<file path="src/rtl/bm_pkg.sv">
// rtl/bm_pkg.sv - shared widths and tag type for the Box-Muller log sharing logic
package bm_pkg;

  localparam int U_W         = 48;
  localparam int E_W         = 31;
  localparam int NREQ_DEF    = 4;
  localparam int LOG_LAT_DEF = 2;

  // Tag index is sized for the largest supported channel count so one type serves every build.
  localparam int NREQ_MAX  = 8;
  localparam int TAG_IDX_W = $clog2(NREQ_MAX);

  typedef struct packed {
    logic                 vld;
    logic [TAG_IDX_W-1:0] idx;
  } tag_t;

endpackage

</file>
<file path="src/rtl/rr_arbiter.sv">
// rtl/rr_arbiter.sv - combinational round-robin pick of the first eligible channel at or after rr_ptr
module rr_arbiter #(
  parameter int NREQ  = 4,
  parameter int IDX_W = (NREQ > 1) ? $clog2(NREQ) : 1
) (
  input  logic [NREQ-1:0]  elig,
  input  logic [IDX_W-1:0] rr_ptr,
  output logic [NREQ-1:0]  grant,
  output logic [IDX_W-1:0] grant_idx
);

  logic found;
  int   slot;

  always_comb begin
    grant     = '0;
    grant_idx = '0;
    found     = 1'b0;
    slot      = 0;
    for (int k = 0; k < NREQ; k++) begin
      slot = int'(rr_ptr) + k;
      if (slot >= NREQ) slot = slot - NREQ;
      if (!found && elig[slot[IDX_W-1:0]]) begin
        found                    = 1'b1;
        grant[slot[IDX_W-1:0]]   = 1'b1;
        grant_idx                = slot[IDX_W-1:0];
      end
    end
  end

endmodule

</file>
<file path="src/rtl/log_share_arbiter.sv">
// rtl/log_share_arbiter.sv - shares one fixed-latency log unit between NREQ channels
// Round-robin issue, tag pipeline aligned to the log latency, per-channel result slots held until ack.
module log_share_arbiter #(
  parameter int NREQ    = bm_pkg::NREQ_DEF,
  parameter int LOG_LAT = bm_pkg::LOG_LAT_DEF,
  parameter int U_W     = bm_pkg::U_W,
  parameter int E_W     = bm_pkg::E_W
) (
  input  logic                clk,
  input  logic                rst,
  input  logic [NREQ-1:0]     req_valid,
  input  logic [NREQ*U_W-1:0] req_u0,
  output logic [NREQ-1:0]     req_ready,
  output logic [U_W-1:0]      log_u0,
  output logic                log_in_valid,
  input  logic [E_W-1:0]      log_e,
  output logic [NREQ-1:0]     res_valid,
  output logic [NREQ*E_W-1:0] res_e,
  input  logic [NREQ-1:0]     res_ack
);

  import bm_pkg::*;

  localparam int IDX_W = (NREQ > 1) ? $clog2(NREQ) : 1;

  logic [NREQ-1:0]  pending_q, pending_d;
  logic [NREQ-1:0]  res_valid_q, res_valid_d;
  logic [E_W-1:0]   res_e_q [NREQ];
  logic [E_W-1:0]   res_e_d [NREQ];
  logic [IDX_W-1:0] rr_ptr_q, rr_ptr_d;
  logic [U_W-1:0]   log_u0_q;
  logic             log_in_valid_q;
  tag_t             tag_q [LOG_LAT+1];
  tag_t             tag_in;
  tag_t             tag_out;

  logic [NREQ-1:0]  elig;
  logic [NREQ-1:0]  grant;
  logic [IDX_W-1:0] grant_idx;
  logic             grant_any;
  logic [NREQ-1:0]  ack_fire;
  logic [U_W-1:0]   issue_u0;

  // Reset is folded in so no handshake can be reported while the block is held in reset.
  assign elig      = req_valid & ~pending_q & {NREQ{~rst}};
  assign grant_any = |grant;
  assign ack_fire  = res_ack & res_valid_q;
  assign req_ready = grant;

  rr_arbiter #(
    .NREQ  (NREQ),
    .IDX_W (IDX_W)
  ) u_rr_arbiter (
    .elig      (elig),
    .rr_ptr    (rr_ptr_q),
    .grant     (grant),
    .grant_idx (grant_idx)
  );

  always_comb begin
    issue_u0 = '0;
    for (int i = 0; i < NREQ; i++) begin
      if (grant[i]) issue_u0 = req_u0[i*U_W +: U_W];
    end
  end

  always_comb begin
    tag_in.vld = grant_any;
    tag_in.idx = grant_any ? TAG_IDX_W'(grant_idx) : '0;
    rr_ptr_d   = (grant_idx == IDX_W'(NREQ - 1)) ? '0 : grant_idx + 1'b1;
  end

  assign tag_out = tag_q[LOG_LAT];

  // A channel has at most one operation in flight, so an emerging tag never lands on an occupied slot.
  always_comb begin
    pending_d   = (pending_q | grant) & ~ack_fire;
    res_valid_d = res_valid_q & ~ack_fire;
    for (int i = 0; i < NREQ; i++) begin
      res_e_d[i] = res_e_q[i];
      if (tag_out.vld && tag_out.idx == TAG_IDX_W'(i)) begin
        res_valid_d[i] = 1'b1;
        res_e_d[i]     = log_e;
      end
    end
  end

  always_ff @(posedge clk or posedge rst) begin
    if (rst) begin
      pending_q      <= '0;
      res_valid_q    <= '0;
      rr_ptr_q       <= '0;
      log_u0_q       <= '0;
      log_in_valid_q <= 1'b0;
      for (int i = 0; i < NREQ; i++) res_e_q[i] <= '0;
      for (int k = 0; k <= LOG_LAT; k++) tag_q[k] <= '0;
    end else begin
      pending_q      <= pending_d;
      res_valid_q    <= res_valid_d;
      log_in_valid_q <= grant_any;
      if (grant_any) begin
        rr_ptr_q <= rr_ptr_d;
        log_u0_q <= issue_u0;
      end
      for (int i = 0; i < NREQ; i++) res_e_q[i] <= res_e_d[i];
      tag_q[0] <= tag_in;
      for (int k = 1; k <= LOG_LAT; k++) tag_q[k] <= tag_q[k-1];
    end
  end

  assign log_u0       = log_u0_q;
  assign log_in_valid = log_in_valid_q;
  assign res_valid    = res_valid_q;

  for (genvar i = 0; i < NREQ; i++) begin : g_res_e
    assign res_e[i*E_W +: E_W] = res_e_q[i];
  end

endmodule

</file>
<file path="config.mk">
export PLATFORM = sky130hd
export DESIGN_NAME = log_share_arbiter
export DESIGN_NICKNAME = d
export VERILOG_FILES = /design/src/rtl/bm_pkg.sv /design/src/rtl/rr_arbiter.sv /design/src/rtl/log_share_arbiter.sv
export SDC_FILE = /design/constraint.sdc
export NUM_CORES = 1
export LEC_CHECK = 0
export CORE_AREA = 2 2 160 162
export DETAILED_ROUTE_END_ITERATION = 16
export DIE_AREA = 0 0 162 164
export PLACE_DENSITY = 0.8
export SYNTH_ARGS = -nofsm -noshare
export SYNTH_HDL_FRONTEND = slang
export SYNTH_SLANG_ARGS = --single-unit
</file>
<file path="constraint.sdc">
create_clock -name clk -period 6 [get_ports clk]
set_input_delay 0.9 -clock clk [delete_from_list [all_inputs] [get_ports clk]]
set_output_delay 0.9 -clock clk [all_outputs]
set_load 0.02 [all_outputs]
</file>
=== After elaboration in Yosys (flattened, before gate mapping) ===
Cells that the tools add are included.

* Bits in registers: 191
* Logic and storage cells: 107

* $add $sub $neg: 8
* Order comparisons: 12
* Equality and inequality tests: 4
* Multiplexer cells: 41
* Bitwise logic cells: 12
* Reduce and logical (&&, ||, !) cells: 16

{| class="wikitable"
|+ Operators with widths
! kind !! number
|-
| 48-bit 2-to-1 mux || 4
|-
| 4-bit AND || 5
|-
| 2-bit 2-to-1 mux || 10
|-
| 4-bit 2-to-1 mux || 4
|-
| 4-bit OR || 4
|-
| 1-bit 2-to-1 mux || 15
|-
| 2-bit by 3-bit < comparator with 1-bit output (second input constant) || 4
|-
| 1-bit logical AND || 11
|-
| 3-bit greater-or-equal comparator (second input constant) || 3
|-
| 1-bit binary-select mux with 2-bit select || 4
|-
| 1-bit demux with 2-bit select || 4
|-
| 2-bit by 1-bit greater-or-equal comparator with 1-bit output (second input constant) || 4
|-
| 4-bit NOT || 2
|-
| 2-bit by 1-bit subtractor with 2-bit output (second input constant) || 4
|-
| 2-bit by 2-bit adder with 3-bit output (second input constant) || 2
|-
| 2-bit equality test (second input constant) || 3
|-
| 4-bit OR reduction || 1
|-
| 2-bit by 1-bit adder with 3-bit output (second input constant) || 1
|-
| 2-bit by 3-bit greater-or-equal comparator with 1-bit output (second input constant) || 1
|-
| 1-bit logical NOT || 3
|-
| 3-bit logical NOT || 1
|-
| 2-bit by 1-bit adder with 2-bit output (second input constant) || 1
|-
| 2-bit by 1-bit equality test with 1-bit output (second input constant) || 1
|-
| 1-bit NOT || 1
|}

=== Depth between registers and ports, before layout ===
Gate-level depths: netlist of the first run.

* Depth in word-level cells: 19
* Mapped depth: 13
* Gate-level depth less buffers: 10

=== Cells and area by module ===
A second synthesis of the first run with hierarchy kept.

* Cells, all modules: 737
* Area, all modules: 8,971.1 µm²

{| class="wikitable"
|+ Modules (own cells, without submodules)
! module !! times used !! cells an instance !! area an instance (µm²) !! sequential area each (µm²)
|-
| log_share_arbiter || 1 || 689 || 8,531.9 || 4,779.6
|-
| rr_arbiter || 1 || 48 || 439.2 || 0.0
|}

=== Worst setup path before layout of the first run ===
Ideal clock, no wire load.

* Path type: input -> output
* Start point: input port rst
* End point: output port req_ready[2]
* Data arrival time: 2.905 ns
* Required time: 5.100 ns
* Setup slack: 2.195 ns
* Cell stages on the path: 8
* Buffers on the path: 2
* Cells stage by stage: buf_6 > nor4b_2 > nor2_1 > or4_1 > a21oi_2 > a221oi_2 > inv_2 > clkbuf_1

* Word-level cells in the longest chain between the ends: 14
* Elaborated cells between the ends (all ways): 26

{| class="wikitable"
|+ Ends and longest elaborated chain
! item !! line !! RTL
|-
| from (decl) || log_share_arbiter.sv:10 || <nowiki>input logic rst,</nowiki>
|-
| 1-bit NOT (*) || log_share_arbiter.sv:45 || <nowiki>assign elig = req_valid & ~pending_q & {NREQ{~rst}};</nowiki>
|-
| 4-bit AND (*) || log_share_arbiter.sv:45 ||
|-
| 1-bit binary-select mux with 2-bit select || rr_arbiter.sv:23 || <nowiki>if (!found && elig[slot[IDX_W-1:0]]) begin</nowiki>
|-
| 1-bit 2-to-1 mux (not written as such) || rr_arbiter.sv:23 ||
|-
| 1-bit 2-to-1 mux || rr_arbiter.sv:23 ||
|-
| 1-bit logical NOT || rr_arbiter.sv:23 ||
|-
| 1-bit logical AND || rr_arbiter.sv:23 ||
|-
| 1-bit 2-to-1 mux || rr_arbiter.sv:23 ||
|-
| 1-bit logical NOT || rr_arbiter.sv:23 ||
|-
| 1-bit logical AND || rr_arbiter.sv:23 ||
|-
| 1-bit 2-to-1 mux || rr_arbiter.sv:23 ||
|-
| 1-bit logical NOT || rr_arbiter.sv:23 ||
|-
| 1-bit logical AND || rr_arbiter.sv:23 ||
|-
| 4-bit 2-to-1 mux (*) || rr_arbiter.sv:23 ||
|-
| to (decl) || log_share_arbiter.sv:13 || <nowiki>output logic [NREQ-1:0] req_ready,</nowiki>
|}

Mark *: on every way between the ends. The rest lies on a longest branch, timed or not. The select of a mux whose other input is x is not followed.

=== Final worst setup path of the first run ===
* Start point: input port rst
* End point: output port req_ready[0]

The elaborated chain is that of the path after synthesis.

==> results of run 1 <==
## kinds of logic after synthesis
logic type / Yosys count
AOI/OAI and AO/OA: 230
DFF: 191
muxes: 125
buffers and inverters: 61
and+or+nand+nor: 36
adders and majority gates: 6
xor gates and xnor gates: 1
## cell usage after synthesis (2+ instances only)
cell type | number | share of area [%]
dfrtp_1 | 191 | 55
mux2_2 | 124 | 16
o21ai_0 | 54 | 3.1
a22oi_2 | 40 | 5.7
o21ai_1 | 35 | 2.0
a221oi_1 | 33 | 3.3
clkbuf_1 | 31 | 1.3
a221oi_2 | 17 | 2.9
o21ai_2 | 16 | 1.6
nor2_1 | 12 | 0.51
a21oi_1 | 10 | 0.57
buf_6 | 10 | 1.3
a22oi_1 | 8 | 0.68
inv_1 | 8 | 0.34
buf_2 | 6 | 0.34
ha_1 | 6 | 0.86
nand2_1 | 4 | 0.17
a21o_1 | 3 | 0.26
inv_2 | 3 | 0.13
nand3b_1 | 3 | 0.26
nor4b_2 | 3 | 0.51
a21boi_0 | 2 | 0.17
and4bb_1 | 2 | 0.29
buf_1 | 2 | 0.086
nand3_1 | 2 | 0.11
nor3b_1 | 2 | 0.17
nor4bb_4 | 2 | 0.57
o221ai_1 | 2 | 0.20
## worst max-delay path: cells and delay by family
kind                   cells  cell delay (ns)
AOI/OAI and AO/OA          2             0.72
buffers and inverters      2             1.40
and+or+nand+nor            3             1.16
## layout make-up
type                       count  area [µm²]  area share [%]
antenna                        5        12.5          0.0902
timing repair buffer         426        4240            30.6
clock inverter                15         225            1.62
clock buffer                  17         425            3.07
sequential                   191        4780            34.5
tap                          330         413            2.98
multi-input combinational    398        3720            26.8
inverter                      11        45.0           0.325
## metal layers
metal | vias to the layer above | track usage (%) | part of all wire, %
met5 | - | 0 | 0.093
met4 | 4 | 7.36 | 2.4
met3 | 42 | 5.96 | 7.6
met2 | 311 | 38.0 | 51
met1 | 3618 | 25.3 | 39
li1 | 3269 | - | -
## per-stage QoR
stage	hold WS (ns)	std cells	area [µm²]
final	0.350	1393	13900
after CTS	0.352	1388	13900
after global routing	0.357	1392	13900
after floorplan	0.331	650	8770
after global placement	0.334	1356	13200
after detailed placement	0.335	1356	13200
## registers in the layout, indices dropped and copies added, names as in the netlist, named ones only
| name | count |
|---|---|
| tag_out | 3 |
| tag_q | 6 |
| res_e | 124 |
| pending_q | 4 |
| res_valid | 4 |
| rr_ptr_q | 1 |
| log_u0 | 48 |
## power by group through the flow
| stage | Clock, mW | Sequential (mW) | Combinational (mW) |
|---|---|---|---|
| 3_5_place_dp | 0 | 2.31 | 4.72 |
| 2_1_floorplan | 0 | 2.97 | 2.11 |
| 6_report | 1.23 | 2.29 | 4.65 |
| 5_1_grt | 1.33 | 2.36 | 4.94 |
| 3_3_place_gp | 0 | 2.29 | 4.61 |
| 4_1_cts | 1.27 | 2.29 | 4.71 |
## how the worst min path moves through the flow
stage | startpoint | endpoint | slack, ns | cells past startpoint
3_5_place_dp | tag_q[5] | tag_out[1] | 0.33 | 0
5_1_grt | tag_q[4] | tag_out[0] | 0.36 | 0
6_report | tag_q[4] | tag_out[0] | 0.35 | 0
4_1_cts | tag_q[5] | tag_out[1] | 0.35 | 0
2_1_floorplan | tag_q[4] | tag_out[0] | 0.33 | 0
3_3_place_gp | tag_q[5] | tag_out[1] | 0.33 | 0
==> metrics.cfg, run 1 <==
[outcome]
status=finished clean

[synth]
synth_xor_area_share_pct=0.0999
ys_seq_elements=191
synthesis.area_um2=8770
ys_warn_count=0
syn_avg_cell_area_um2=13.5
synth.area.mux_share_pct=16.0
synth_flop_cell=dfrtp_1
synthAdderAreaFrac_pct=0.856
syn_nets=889
synth_edf_count=0
netlist_instances=650
ys_async_sr_fraction_pct=100
synth_top_family_by_area=compound AO/OA/AOI/OAI gates
synth_compound_gate_area_share_pct=21.5
ys_types=47
yosys.area_share.simple_pct=3.44
ys_seq_area_share_pct=54.5

[drt]
first_iter_violations=369
wl_per_cell_um=20.9
drtAntennaViolNets=0
via_per_inst=5.20
vias=7244
drt_first_pass_iters=4
drt-total-wl_mm=29.1
drc=0

[die]
die_height_um=164
io-pin-count=414
initial_utilization_pct=35.3
die_area_um2=26600
fp.dieW_um=162
row_count=58
core_area_um2=24800

[setup_path]
worstRegToRegCells=11
criticalPathCategory=in2out
r2r_slack_ns=1.52
r2r-end=log_u0[25]
max_stage_delay_ns=0.70
crit_arrival_ns=4.19
crit_chain=clkdlybuf4s50_1 -> nor4b_2 -> nor2_1 -> or4_1 -> a21oi_2 -> a21o_1 -> clkdlybuf4s50_1
endpoint=req_ready[0]
cp-startpoint=rst
endpoint_kind=primary output
cp_max_fo=9
worstPathRequired_ns=5.10
setup.worst_path.start_class=input port
cp_common_cell=clkdlybuf4s50_1
crit_path_top_delay_cell=clkdlybuf4s50_1

[place]
io_buffers=413
place.gp.congestion=0.889
hpwl_mm=21.4
pre_cts_slack_ns=0.582

[power]
vdd_drop_max_mv=0.388
p_comb_share_pct=56.9
internal-power_mw=4.74
power.total_mw=8.17
switching_share_pct=42.0
power_density_nw_per_um2=589
pwr-share-seq_pct=28.0
p_leak_nw=5.49
p_sw_mw=3.43
pwr-share-clk_pct=15.1

[timing]
skew_ns=0.0146
drv_slew=0
setup_viol=0
setup_slack_ns=0.914
rsz0062_at_grt=no
setup_tns_ns=0
hold_viol=0
fmax_mhz=197
slew_headroom_pct=31.2
fin_crit_ns=5.09
finalCritPeriodShare_pct=84.8
tightest_slew_ns=1.03

[clock_network]
cts_buffers=17
clk_pin_slew_ns=0.07
cts_setup_buffers=0
htreeDepth=4
clkSinkCount=191
hold_buffers=0
root_buffer=clkbuf_16
clockBufferDepth=2
cts_tree=done
post_cts_resized=0
clk_latency_ns=0.43

[finish]
syn_to_final_growth_pct=58.1
layout_common_cells=clkdlybuf4s50_1, dfrtp_1, mux2_2
mostFrequentLayoutCell=clkdlybuf4s50_1
fin_util_pct=55.9
layout.nets=1284
drive_above_1_share_pct=24.7
n_fill_cell=2086

[grt]
grt_pass1_vias=7448
grt_first_pass_wirelength_mm=43.7
grt_overflow=0
grt.total_usage_pct=21.5
grt_max_degree=146
antenna_found_initial=7

[flow_run]
drv_cap=0

[hold_path]
min_path_type=reg2reg

(Power assumes the default switching activity.)
==> run 2: changes to the inputs <==
==> constraint.sdc (replaced) <==
create_clock -name clk -period 4.3 [get_ports clk]
set_input_delay 0.645 -clock clk [delete_from_list [all_inputs] [get_ports clk]]
set_output_delay 0.645 -clock clk [all_outputs]
set_load 0.02 [all_outputs]
==> run 2 against run 1 <==
Compared with the run above:
- flip-flop and latch count unchanged
- utilization up 0.34 points
- worst setup slack worse by 0.73 ns
- final cell count up 0.43%
- non-clock buffer count up 10
- via count up 2.0%
- power up 40%
- combinational power up 43%
- largest power group unchanged
- highest routed layer unchanged
==> metrics.cfg, run 2 (synthesis gave the netlist of run 1 again) <==
[timing]
setup_viol=0  ; unchanged
fmax_mhz=243
fin_worst_hold_slack_ns=0.357  ; was 0.350 ns
setup_tns_ns=0  ; unchanged
rsz0062_at_grt=no  ; unchanged
finalCritPeriodShare_pct=95.8
drv_slew=0  ; unchanged
tightest_slew_ns=1.05  ; was 1.03 ns
slew_headroom_pct=29.9  ; was 31.2%
hold_viol=0  ; unchanged
skew_ns=0.0161  ; was 0.0146 ns
fin_crit_ns=4.12

[clock_network]
clockBufferDepth=2  ; unchanged
htreeDepth=4  ; unchanged
clkSinkCount=191  ; unchanged
clk_pin_slew_ns=0.07  ; about the same
cts_buffers=17  ; unchanged
hold_buffers=0  ; unchanged
cts_tree=done  ; unchanged
cts_setup_buffers=0  ; unchanged
clk_latency_ns=0.43  ; about the same
root_buffer=clkbuf_16  ; unchanged

[setup_path]
crit_arrival_ns=3.48  ; was 4.19 ns
cp_top_family=buffers and inverters  ; unchanged
criticalPathCategory=in2out  ; unchanged
setup.worst_path.start_class=input port  ; unchanged
crit_path_top_delay_cell=clkdlybuf4s50_1  ; unchanged
cp.buffers_inverters=3  ; was 2
cp_common_cell=clkdlybuf4s50_1  ; unchanged
crit_chain=clkdlybuf4s50_1 -> buf_4 -> and4bb_1 -> or4_1 -> a21oi_2 -> a221o_2 -> clkdlybuf4s50_1  ; was clkdlybuf4s50_1 -> nor4b_2 -> nor2_1 -> or4_1 -> a21oi_2 -> a21o_1 -> clkdlybuf4s50_1
cp_max_fo=7  ; was 9
endpoint_kind=primary output  ; unchanged
cp_num_cells=7  ; unchanged
cp-startpoint=rst  ; unchanged
r2r-end=log_u0[44]  ; was log_u0[25]
worstRegToRegCells=10  ; was 11
max_stage_delay_ns=0.63  ; was 0.70 ns
worstPathRequired_ns=3.65  ; was 5.10 ns
r2r_slack_ns=0.85  ; was 1.52 ns

[hold_path]
min_path_type=reg2reg  ; unchanged
hold_start=tag_q[7]  ; was tag_q[4]
holdPathStages=0  ; unchanged
min_to=tag_out[3]  ; was tag_out[0]

[grt]
grt_max_degree=69  ; was 146
grt_pass1_vias=7812  ; was 7448
grt.total_usage_pct=22.2  ; was 21.5%
grt_first_pass_wirelength_mm=45.0  ; was 43.7 mm
grt_overflow=0  ; unchanged
antenna_found_initial=4  ; was 7

[finish]
layout.nets=1294  ; was 1284
largest_register_ffs=124  ; unchanged
fin_util_pct=56.2  ; was 55.9%
layout_common_cells=clkdlybuf4s50_1, dfrtp_1, mux2_2  ; unchanged
multi_input_area_um2=3720  ; unchanged
drive_above_1_share_pct=25.5  ; was 24.7%
register_area_um2=4780  ; about the same
n_fill_cell=2093  ; was 2086
syn_to_final_growth_pct=59.1  ; was 58.1%
mostFrequentLayoutCell=clkdlybuf4s50_1  ; unchanged
final_cell_count_no_fill=1399  ; was 1393

[place]
hpwl_mm=22.1  ; was 21.4 mm
placed_cells=1366  ; was 1356
place.gp.congestion=0.880  ; was 0.889
io_buffers=413  ; unchanged

[die]
initial_utilization_pct=35.3  ; unchanged
die_height_um=164  ; unchanged
fp.dieW_um=162  ; unchanged
die_area_um2=26600  ; unchanged
core_area_um2=24800  ; unchanged
io-pin-count=414  ; unchanged
row_count=58  ; unchanged

[drt]
drt-total-wl_mm=29.6  ; was 29.1 mm
vias=7386  ; was 7244
via_per_inst=5.28  ; was 5.20
first_iter_violations=386  ; was 369
drt_first_pass_iters=4  ; unchanged
wl_per_cell_um=21.1  ; was 20.9 µm
drc=0  ; unchanged
drtAntennaViolNets=0  ; unchanged

[power]
power.total_mw=11.4  ; was 8.17 mW
power_density_nw_per_um2=820  ; was 589 nW/µm²
vdd_drop_max_mv=0.454  ; was 0.388 mV
p_leak_nw=5.54  ; was 5.49 nW

[outcome]
status=finished clean  ; unchanged

[flow_run]
drv_cap=0  ; unchanged

==> run 2: cell types whose count changed in the layout (fill, tap and decap cells not counted), sizes merged <==
cell | previous run | this run
clkbuf | 17 | 18
buf | 13 | 24
inv | 18 | 16
clkdlybuf4s50 | 413 | 412
bufinv | 1 | 0
diode | 5 | 1
clkinv | 6 | 8
==> run 2: power breakdown <==
| group | internal, mW | switching, mW |
|---|---|---|
| registers | 2.68 | 0.535 |
| clock network | 0.788 | 0.808 |
| logic | 3.21 | 3.41 |
| total | 6.68 | 4.76 |
==> run 2: through the flow <==
stage          setup slack [ns]  instance area [µm²]
6_report                  0.180                14000
5_1_grt                  0.0916                14000
4_1_cts                   0.168                13900
3_5_place_dp              0.186                13400
3_3_place_gp              0.218                13400
2_1_floorplan             0.999                 8770
==> run 2: final cells by class <==
cell class,instances,area share (%)
inverters,11,0.323
multi-input cells,398,26.7
diodes,1,0.0179
well taps,330,2.96
repair buffers,436,31.5
clock buffers,18,3.08
clock inverters,14,1.20
flip-flops and latches,191,34.3
==> run 2: worst max path at each step <==
stage / endpoint / slack, ns
finish: req_ready[1] / 0.18
global route: req_ready[1] / 0.09
CTS: req_ready[1] / 0.17
detailed placement: req_ready[1] / 0.19
global placement: req_ready[1] / 0.22
floorplan: req_ready[2] / 1.0
==> run 2: repair_timing <==
action | 4_1_cts | 5_1_grt
resized for setup | 0 | 1
endpoints found under the setup margin | 0 | 1
endpoints found under the hold margin | 0 | 0
==> run 2: layer usage <==
metal	GRT usage (%)	wire length (µm)
met2	39.2	15200
met1	25.6	11100
met4	8.45	889
met3	6.14	2380
met5	0	38
